`config.mk`:
```
export PLATFORM = sky130hd
export DESIGN_NAME = mul_pipe_nxn
export DESIGN_NICKNAME = d
export VERILOG_FILES = /design/src/rtl/mul_pipe_nxn.sv
export SDC_FILE = /design/constraint.sdc
export NUM_CORES = 1
export LEC_CHECK = 0
export CORE_MARGIN = 2
export CORE_UTILIZATION = 35
export DETAILED_ROUTE_END_ITERATION = 8
export HOLD_SLACK_MARGIN = 0.06
export PLACE_DENSITY = 0.63
export SYNTH_ARGS = -nofsm -noshare
export SYNTH_HDL_FRONTEND = slang
export SYNTH_SLANG_ARGS = --single-unit
```
`constraint.sdc`:
```
create_clock -name clk -period 6.35 [get_ports clk]
set_clock_uncertainty 0.15 [all_clocks]
set_input_delay 1.5875 -clock clk [delete_from_list [all_inputs] [get_ports clk]]
set_output_delay 1.5875 -clock clk [all_outputs]
set_load 0.01 [all_outputs]
```
`src/rtl/mul_pipe_nxn.sv`:
```
// Three-stage pipelined NxN multiplier (signed/unsigned per operation) built from 4x4 nibble products.
// Optional MUL_PIPE_NXN_STATS_EN adds stat_clr/stat_done/stat_stall transfer and stall counters.
module mul_pipe_nxn #(
  parameter int unsigned WIDTH = 8,
  parameter int unsigned TAG_W = 4
) (
  input  logic               clk,
  input  logic               rst_n,
  input  logic               in_valid,
  output logic               in_ready,
  input  logic [WIDTH-1:0]   in_a,
  input  logic [WIDTH-1:0]   in_b,
  input  logic               in_signed,
  input  logic [TAG_W-1:0]   in_tag,
  output logic               out_valid,
  input  logic               out_ready,
  output logic [2*WIDTH-1:0] out_p,
  output logic [TAG_W-1:0]   out_tag
`ifdef MUL_PIPE_NXN_STATS_EN
  ,
  input  logic               stat_clr,
  output logic [31:0]        stat_done,
  output logic [31:0]        stat_stall
`endif
);

  localparam int unsigned PW  = 2 * WIDTH;
  localparam int unsigned NIB = WIDTH / 4;
  localparam int unsigned NP  = NIB * NIB;

  logic en;

  logic             s0_valid;
  logic [WIDTH-1:0] s0_a;
  logic [WIDTH-1:0] s0_b;
  logic             s0_signed;
  logic [TAG_W-1:0] s0_tag;

  logic             a_neg_c;
  logic             b_neg_c;
  logic [WIDTH-1:0] a_mag_c;
  logic [WIDTH-1:0] b_mag_c;
  logic [NP-1:0][7:0] prod_c;

  logic               s1_valid;
  logic [NP-1:0][7:0] s1_prod;
  logic               s1_neg;
  logic [TAG_W-1:0]   s1_tag;

  logic [PW-1:0] sum_c;
  logic [PW-1:0] p_c;

  // Whole pipeline advances together; a full output register with no taker freezes it.
  assign en       = !out_valid || out_ready;
  assign in_ready = en;

  always_ff @(posedge clk) begin
    if (!rst_n) begin
      s0_valid  <= 1'b0;
      s0_a      <= '0;
      s0_b      <= '0;
      s0_signed <= 1'b0;
      s0_tag    <= '0;
    end else if (en) begin
      s0_valid  <= in_valid;
      s0_a      <= in_a;
      s0_b      <= in_b;
      s0_signed <= in_signed;
      s0_tag    <= in_tag;
    end
  end

  // Sign/magnitude split; the most negative value maps to 2^(WIDTH-1), which still fits unsigned.
  always_comb begin
    a_neg_c = s0_signed & s0_a[WIDTH-1];
    b_neg_c = s0_signed & s0_b[WIDTH-1];
    a_mag_c = a_neg_c ? (~s0_a + WIDTH'(1)) : s0_a;
    b_mag_c = b_neg_c ? (~s0_b + WIDTH'(1)) : s0_b;
    prod_c  = '0;
    for (int unsigned i = 0; i < NIB; i++) begin
      for (int unsigned j = 0; j < NIB; j++) begin
        prod_c[i*NIB+j] = {4'b0000, a_mag_c[4*i +: 4]} * {4'b0000, b_mag_c[4*j +: 4]};
      end
    end
  end

  always_ff @(posedge clk) begin
    if (!rst_n) begin
      s1_valid <= 1'b0;
      s1_prod  <= '0;
      s1_neg   <= 1'b0;
      s1_tag   <= '0;
    end else if (en) begin
      s1_valid <= s0_valid;
      s1_prod  <= prod_c;
      s1_neg   <= a_neg_c ^ b_neg_c;
      s1_tag   <= s0_tag;
    end
  end

  // Recombine nibble products at their weights, then restore the sign.
  always_comb begin
    sum_c = '0;
    for (int unsigned i = 0; i < NIB; i++) begin
      for (int unsigned j = 0; j < NIB; j++) begin
        sum_c = sum_c + (PW'(s1_prod[i*NIB+j]) << (4 * (i + j)));
      end
    end
    p_c = s1_neg ? (~sum_c + PW'(1)) : sum_c;
  end

  always_ff @(posedge clk) begin
    if (!rst_n) begin
      out_valid <= 1'b0;
      out_p     <= '0;
      out_tag   <= '0;
    end else if (en) begin
      out_valid <= s1_valid;
      out_p     <= p_c;
      out_tag   <= s1_tag;
    end
  end

`ifdef MUL_PIPE_NXN_STATS_EN
  // Clear wins over a same-cycle increment.
  always_ff @(posedge clk) begin
    if (!rst_n || stat_clr) begin
      stat_done  <= '0;
      stat_stall <= '0;
    end else begin
      if (out_valid && out_ready) stat_done <= stat_done + 32'd1;
      if (out_valid && !out_ready) stat_stall <= stat_stall + 32'd1;
    end
  end
`endif

endmodule

```
==> results of run 1 <==
## cells by family (layout without fill, tap and decap cells)
family / after synthesis / after routing
fa+ha+maj: 84 / 84
flops: 81 / 81
simple gates: 257 / 257
xor+xnor: 43 / 43
compound gates: 148 / 148
mux: 3 / 3
buf+inv: 68 / 103
## worst register-to-register path, stage by stage (launching register included)
cell and delay (ps):
sky130_fd_sc_hd__dfxtp_1 350, sky130_fd_sc_hd__nor3_1 350, sky130_fd_sc_hd__nand2_1 120, sky130_fd_sc_hd__o41ai_1 400
sky130_fd_sc_hd__nand2_1 290, sky130_fd_sc_hd__or2_2 380, sky130_fd_sc_hd__fa_1 530, sky130_fd_sc_hd__inv_1 50
sky130_fd_sc_hd__fa_1 520, sky130_fd_sc_hd__ha_1 310, sky130_fd_sc_hd__a21o_1 170, sky130_fd_sc_hd__a21oi_1 220
sky130_fd_sc_hd__o21bai_1 90, sky130_fd_sc_hd__a21oi_1 180, sky130_fd_sc_hd__xor2_1 200, sky130_fd_sc_hd__o21ai_0 90
## where the power goes
group	total [W]	internal, W	switching, W
sequential	0.000563	0.000539	0.0000241
combinational	0.000283	0.000127	0.000156
clock	0.000539	0.000318	0.000221
## stage by stage
| stage | util [%] | hold WS (ps) |
|---|---|---|
| 6_report | 41.1 | 312 |
| 5_1_grt | 41.1 | 332 |
| 4_1_cts | 41.1 | 317 |
| 3_5_place_dp | 39.2 | 308 |
| 3_3_place_gp | 39.2 | 302 |
| 2_1_floorplan | - | 291 |
## worst min-delay path by stage
stage	start	endpoint	slack [ps]
after CTS	out_tag[0]	out_tag[0]	320
after floorplan	s1_valid	out_valid	290
after global placement	out_tag[2]	out_tag[2]	300
after detailed placement	out_tag[0]	out_tag[0]	310
after global routing	out_tag[0]	out_tag[0]	330
final	s1_tag[1]	s1_tag[1]	310
## sequential cells by signal (all words and copies together) (netlist names), 4 cells and up
| register | count |
|---|---|
| out_p | 16 |
| s0_b | 8 |
| out_tag | 4 |
| s0_tag | 4 |
| s1_tag | 4 |
| s1_prod | 32 |
| s0_a | 8 |
## area by class of cell
cell class	count	area share (%)
multi-input combinational	535	57.8
sequential	81	24.1
timing repair buffer	49	7.12
tap	220	4.10
clock buffer	11	3.61
inverter	38	2.33
clock inverter	5	0.931
## layer usage
layer | routed length, µm | GRT usage [%]
met2 | 5420 | 22.4
met3 | 342 | 2.84
met1 | 6150 | 20.1
met5 | 0 | 0
met4 | 152 | 3.88
## layout by cell type, fill, tap and decap left out, types with 4 or more instances in the layout
cell,n
sky130_fd_sc_hd__nand2_1,128
sky130_fd_sc_hd__fa_1,25
sky130_fd_sc_hd__o21ai_0,24
sky130_fd_sc_hd__a21oi_1,27
sky130_fd_sc_hd__clkdlybuf4s50_1,45
sky130_fd_sc_hd__ha_1,59
sky130_fd_sc_hd__a21boi_0,46
sky130_fd_sc_hd__nor3_1,7
sky130_fd_sc_hd__a21o_1,8
sky130_fd_sc_hd__inv_1,36
sky130_fd_sc_hd__or2_2,14
sky130_fd_sc_hd__nor2_1,66
sky130_fd_sc_hd__and2_1,10
sky130_fd_sc_hd__xor2_1,18
sky130_fd_sc_hd__o211a_1,13
sky130_fd_sc_hd__o31ai_1,4
sky130_fd_sc_hd__clkbuf_16,9
sky130_fd_sc_hd__o21bai_1,4
sky130_fd_sc_hd__dfxtp_1,81
sky130_fd_sc_hd__nand2b_1,4
sky130_fd_sc_hd__xnor2_1,21
sky130_fd_sc_hd__nand3_1,12
==> results list, run 1 <==
- Critical R2R Launch: s0_b[2]
- Largest fanout on the critical path: 33
- Path class of the lowest-slack min-delay path: flop to flop
* Static leakage: roughly 3 nW
- Clock latency of the later-clocked register in the worst-skew pair: roughly 340 ps
- Cell variety after synth: 56
- Nets in the synthesized netlist: between 700 and 800
- Initial core utilization: between 30% and 40%
- Summing all non-filler instances in the final layout gives an area of 6720 µm².
* Mux contribution to synthesized area: 0.519%
- Total CTS buffers: 9
* Fraction of registers with async set or reset after synthesis: 0%
* Number of pins with negative max-slew slack in the final report: 0
* Number of storage elements in the synthesis netlist: 81
- Stages on worst setup path: 4
- Setup repair after global routing left no endpoint under its margin.
* Critical path's slowest cell: sky130_fd_sc_hd__clkdlybuf4s50_1
* Number of fill cells: roughly 1700
* Instance area at placement: 6410 µm²
* Count of clock tree sinks: 81
- The wire-length estimate of the detail-placed layout is approximately 8800 µm.
- The post-route netlist has 6.95% of its cells at a drive strength greater than 1.
- In this run, post-CTS repair resized a total of 0 instances.
- Clock Tree Root: sky130_fd_sc_hd__clkbuf_16
- Final total negative setup slack: 0 ps
- The tool flagged a number of max-cap violations equal to 0.
- Share of the clock period used by the worst path after layout: approximately three quarters
- The commonest cells after synthesis are sky130_fd_sc_hd__nand2_1 (128), sky130_fd_sc_hd__dfxtp_1 (81), sky130_fd_sc_hd__nor2_1 (66).
* Dominant combinational cell family by area after synthesis: adder cells
- Setup violators final: 0
- Critical Path End: in_ready
- After detailed routing, the number of remaining DRC violations is 0.
* Synth Instances: about 680
* Area growth from synthesis to layout: 16.0%
* # port buffers: 46
- The longest clock path from root to sink contains 2 buffers.
- Of the total synthesized cell area, the portion taken by XOR and XNOR cells is roughly 7.0%.
- Timing analysis after detailed placement gives a worst setup slack of ~1600 ps.
- The worst setup path is captured at an output port.
* Post-Synthesis Cell Area: between 5000 and 6000 µm²
- Routed vias/inst: roughly 4.8
- Cell seen most often among critical-path stages: sky130_fd_sc_hd__clkdlybuf4s50_1
- Synth area leaders: sky130_fd_sc_hd__dfxtp_1 (28%), sky130_fd_sc_hd__ha_1 (13%), sky130_fd_sc_hd__fa_1 (8.6%)
* Post-route minimum period: 4790 ps
- All-layer global routing usage: 14.3%
- Number of DRC markers after the initial detailed-route iteration: around 240
* Hold depth: 2
- Post-DRT Antenna Nets: 0
* Number of nets at the end of the flow: 823
- DRT Wirelength: between 10000 and 15000 µm
- The floorplan step set the die width to ~130 µm.
* Hold buffers post-CTS: 0
- Derived from the worst setup path, the maximum achievable clock frequency is ~210 MHz.
* Synthesized area per cell: 8.46 µm²
- For this run, the slowest stage of the critical path takes 580 ps.
* Setup bufs post-CTS: 0
- At the worst endpoint, the arrival time is about 3100 ps.
* Fraction of the mapped netlist area in simple logic gates: around a fifth
- Most repeated cell in the gate-level netlist after synthesis: sky130_fd_sc_hd__nand2_1
* Vias after detailed routing: ~4500
- The congestion estimate from routability-driven global placement came to 0.814.
- Yosys synthesis warning count: 0
* Most common flop cell mapped by yosys: sky130_fd_sc_hd__dfxtp_1
- Clock tree from TritonCTS: done
- Power comes to 0.00138 W.
- Critical path required time: 4610 ps
- The initial antenna violation count came to 0.
- Adder-Cell Fraction of Synth Area: around 21%
- The worst setup path is launched from an input pin.
- After detailed placement, the design holds a cell count of between 900 and 1000.
- The critical path in this run is classified as input pin to output port.
* Placeable core area: ~16000 µm²
- Entering global routing, the biggest net connects 76 pins.
- Flop-to-flop setup slack: 1860 ps
* Critical Path, Cell by Cell: clkdlybuf4s50_1 -> nor2b_4 -> bufinv_8 -> clkdlybuf4s50_1
- The worst path meets setup with approximately 1600 ps of slack.
* Sequential share of the synthesized area: roughly 28%
- The endpoint identified for the worst register-to-register timing path is s1_prod[31].
* Row count: 47
- At the pin with the least slew margin, the transition time is between 900 and 1000 ps.
* First-pass iteration count of the detailed router: 4
- Headroom to the max-slew limit came out at 38.4%.
- The synthesized design devotes to its leading area cell type between 20% and 30% of total area.
- Final hold violations: 0
* Count of buffering cells on the critical path with inverters included: 3
- Register Area: 1620 µm²
- The repair_antennas step left the layout with diodes totalling 0.
- Global-route wire length before repair: 20800 µm
- Crit. Startpoint: out_ready
- For this run the aggregate overflow at the end of global routing stands at 0.
- After clock tree synthesis, the clock-pin slew on the worst setup and hold paths is 60 ps.
* CP delay by family, top: buffers and inverters
* EDFF count, synth: 0
- Power density over cell area: ~200 nW/µm²
- Dividing the detail-routed wire length by the instance count gives between 10 and 15 µm.
* Area of the die: approximately 18000 µm²
- Across the VDD grid, the largest voltage drop is around 0.12 mV.
* Status: finished, final reports clean
- Summing the areas of all compound-gate instances in the mapped netlist gives between 10% and 20% of the synthesized area.
- Area occupied by multi-input gates: slightly below 4000 µm²
- Die span in y: roughly 130 µm
* Count of placed standard cells in the final layout, fillers left out: about 940
- The number of global-route vias before repair is ~4300.
- Most area-hungry cell type in the Yosys netlist: sky130_fd_sc_hd__dfxtp_1
- H-Tree Depth: 3
- I/O pin total: 47
- Measured in cells, the most critical reg-to-reg path has a length of 15.
Power figures use the tool's default switching activity.
==> inputs of run 2 (changes only) <==
Clock period 6.35 ns to 4.44 ns, I/O delays scaled along.
==> results list, run 2 (synthesized netlist as in run 1, its figures left out) <==
- Status: finished, final reports clean (unchanged).
- Most common library cell in the layout ignoring fill and taps: sky130_fd_sc_hd__nand2_1 (unchanged)
- Number of pins with negative max-slew slack in the final report: 0 (unchanged)
- The largest vdd supply drop was 0.195 mV (was 0.117 mV).
- The post-CTS setup buffer count was 0 (unchanged).
* Largest fanout on the critical path: 5 (was 33)
* Path class of the lowest-slack min-delay path: flop to flop (unchanged)
- The number of flip-flops in the largest register was 32 (unchanged).
- Most frequent cells in the layout: sky130_fd_sc_hd__nand2_1 (128), sky130_fd_sc_hd__dfxtp_1 (80), sky130_fd_sc_hd__nor2_1 (66) (was sky130_fd_sc_hd__nand2_1 (128), sky130_fd_sc_hd__dfxtp_1 (81), sky130_fd_sc_hd__nor2_1 (66))
* Crit. Startpoint: s0_b[2] (was out_ready)
- Register Area: 1620 µm² (about the same)
- Setup violators final: 0 (unchanged)
- Largest stage delay on the critical path: 540 ps (was 580 ps)
* Count of clock tree sinks: 81 (unchanged)
- Share of the clock period used by the worst path after layout: between 90% and 100%
- The origin of the worst min-delay path was out_tag[1] (was s1_tag[1]).
* Post-route minimum period: around 4200 ps
- Wire length per cell: 12.9 µm (about the same)
- The reported leakage power was 3.06 nW (was 3.03 nW).
- The maximum number of pins on one net before global-route repair was 76 (unchanged).
- Slew of the pin with the lowest slew margin: 828 ps (was 918 ps)
- Maximum clock path buffer count: 2 (unchanged)
* Area occupied by multi-input gates: 3890 µm² (was 3880 µm²)
- The clock tree from TritonCTS is done (unchanged).
- Row count: 47 (unchanged)
- Clock Tree Root: sky130_fd_sc_hd__clkbuf_16 (unchanged)
* Critical Path End: s1_prod[31] (was in_ready)
- Number of fill cells: 1696 (was 1708)
- Sum of overflow across all layers after global routing: 0 (unchanged)
* Flop-to-flop setup slack: 240 ps (was 1860 ps)
- Registers with the highest flip-flop counts: s1_prod (32), out_p (16) (unchanged)
- The diode insertion count for antenna repair was 0 (unchanged).
- The starting density of the core came to 35.4% (unchanged).
- The chip width is 133 µm (unchanged).
- The count of nets after finishing is 834 (was 823).
- The power density over the cells was 282 nW/µm² (was 206 nW/µm²).
- The worst hold slack across all endpoints came to 310 ps (was 312 ps).
* Critical path required time: 4530 ps (was 4610 ps)
* Area of the die: 17600 µm² (unchanged)
* H-Tree Depth: 3 (unchanged)
- The number of DRC violations after detailed-routing iteration 0 is 175 (was 239).
- The clock-pin slew on the worst setup and hold paths is 70 ps (was 60 ps).
* Count of placed standard cells in the final layout, fillers left out: 950 (was 939)
- The number of global-route vias before repair was 4365 (was 4259).
- The global router's overall resource usage came to 14.6% (was 14.3%).
- The count of endpoints failing hold in the final timing report was 0 (unchanged).
- Derived from the worst setup path, the maximum achievable clock frequency is 238 MHz.
* Post-DRT Antenna Nets: 0 (unchanged)
- Critical path launch point type: flop (was input pin)
- WL met1: 6180 µm (was 6150 µm)
- The number of buffers created by CTS is 9 (unchanged).
- The number of port buffers came to 46 (unchanged).
* Wire length on met2: 5450 µm (was 5420 µm)
* Arr. time, crit path: 4280 ps (was 3050 ps)
- The relative max-transition margin came to 44.4% (was 38.4%).
- The highest-delay cell along the critical path was sky130_fd_sc_hd__fa_1 (was sky130_fd_sc_hd__clkdlybuf4s50_1).
* Remaining routing DRC violations: 0 (unchanged)
- The initial antenna violation count is 0 (unchanged).
- Routed vias/inst: 4.77 (was 4.83)
- Last weighted congestion value of the routability-driven placer: 0.831 (was 0.814)
- Detailed route wirelength on metal3: 490 µm (was 342 µm)
- Critical R2R Launch: s0_b[2] (unchanged)
- The post-route setup TNS came to 0 ps (unchanged).
- The core area came to 16300 µm² (unchanged).
- Type of element capturing the critical path: flop (was output port)
* Hold depth: 2 (unchanged)
* Area growth from synthesis to layout: 17.1% (was 16.0%)
- Share of final-layout standard cells stronger than drive strength 1: 8.77% (was 6.95%)
* Setup CP Type: flop to flop (was input pin to output port)
* Max-cap violation count: 0 (unchanged)
- The iteration count of the initial detailed-routing pass was 4 (unchanged).
- The detailed placer's ending HPWL came to 9160 µm (was 8800 µm).
* Endpoint of the worst register-to-register path: s1_prod[31] (unchanged)
- The total I/O pin count was 47 (unchanged).
- Worst Reg-to-Reg Cells: 15 (unchanged)
- The wire length of the first global-routing pass is 21000 µm (was 20800 µm).
* Top register by number of flip-flops: s1_prod (unchanged)
- The highest signal layer in the routed design is met4 (unchanged).
- The clock latency at the later pin of the worst-skew pair is 350 ps (was 340 ps).
- The cell total after placement was 934 (was 923).
* Die span in y: 133 µm (unchanged)
* Critical Path, Cell by Cell: nor3_1 -> nand2_1 -> o41ai_2 -> nand2_1 -> or2_2 -> fa_1 -> inv_1 -> fa_1 -> ha_1 -> a21o_1 -> a21oi_2 -> o21bai_1 -> a21oi_1 -> xor2_1 -> o21ai_0 (was clkdlybuf4s50_1 -> nor2b_4 -> bufinv_8 -> clkdlybuf4s50_1)
- DRT Wirelength: 12300 µm (was 12100 µm)
- The via total after detailed routing came to 4528 (was 4540).
-- run 2: cell count changes in the layout (fill, tap and decap cells not counted), sizes merged --
cell,delta
clkbuf,-1
bufinv,-1
buf,+11
clkinv,+2
-- run 2: per-stage QoR --
stage	util, %	worst slack, ps	instance area (µm²)	power, W
finish	41.5	245	6780	0.00191
global route	41.5	-31.4	6780	0.00202
CTS	41.4	134	6770	0.00194
detailed placement	39.7	148	6490	0.00123
global placement	39.7	159	6490	0.00123
floorplan	-	423	5790	0.00110
-- run 2: worst min-delay path by stage --
stage,end,slack (ps)
floorplan,out_valid,290
global placement,s1_valid,300
detailed placement,out_valid,300
CTS,out_tag[1],310
global route,out_tag[1],330
finish,out_tag[1],310
-- run 2: cell type report --
cell class                 instances  share of cell area, %
tap                              220                   4.06
multi-input combinational        535                   57.4
clock inverter                     6                  0.628
inverter                          38                   2.31
clock buffer                      10                   3.38
timing repair buffer              60                   8.27
sequential                        81                   23.9
-- run 2: layer usage --
metal  vias to the layer above  global-route usage (%)
met4                         0                    3.70
met2                        60                    22.9
met5                         -                       0
li1                       2375                       -
met1                      2080                    19.9
met3                        13                    3.87
-- run 2: where the power goes --
| part | switching [W] | leakage [nW] | internal, W |
|---|---|---|---|
| logic | 0.000224 | 2.27 | 0.000189 |
| registers | 0.0000350 | 0.664 | 0.000771 |
| clock network | 0.000315 | 0.129 | 0.000380 |
| total | 0.000574 | 3.06 | 0.00134 |
-- run 2: timing repair --
action / CTS / global route
resized for setup: 0 / 3
hold buffers: 0 / 0
endpoints found under the setup margin: 0 / 5
-- run 2: critical path, delay by kind of cell (launching register included) --
kind / cells / cell delay (ps)
adder cells (fa/ha/maj): 3 / 1350
AND/OR/NAND/NOR: 4 / 900
XOR/XNOR: 1 / 220
buffers and inverters: 1 / 50
flip-flops: 1 / 350
AO/OA/AOI/OAI: 6 / 1070
==> inputs of run 3 (changes only) <==
Settings changed: CAP_MARGIN from default to 25, SKIP_CTS_REPAIR_TIMING from default to 1.
==> results of run 3 <==
Final layout, timing and power as in run 2 (identical DEF).
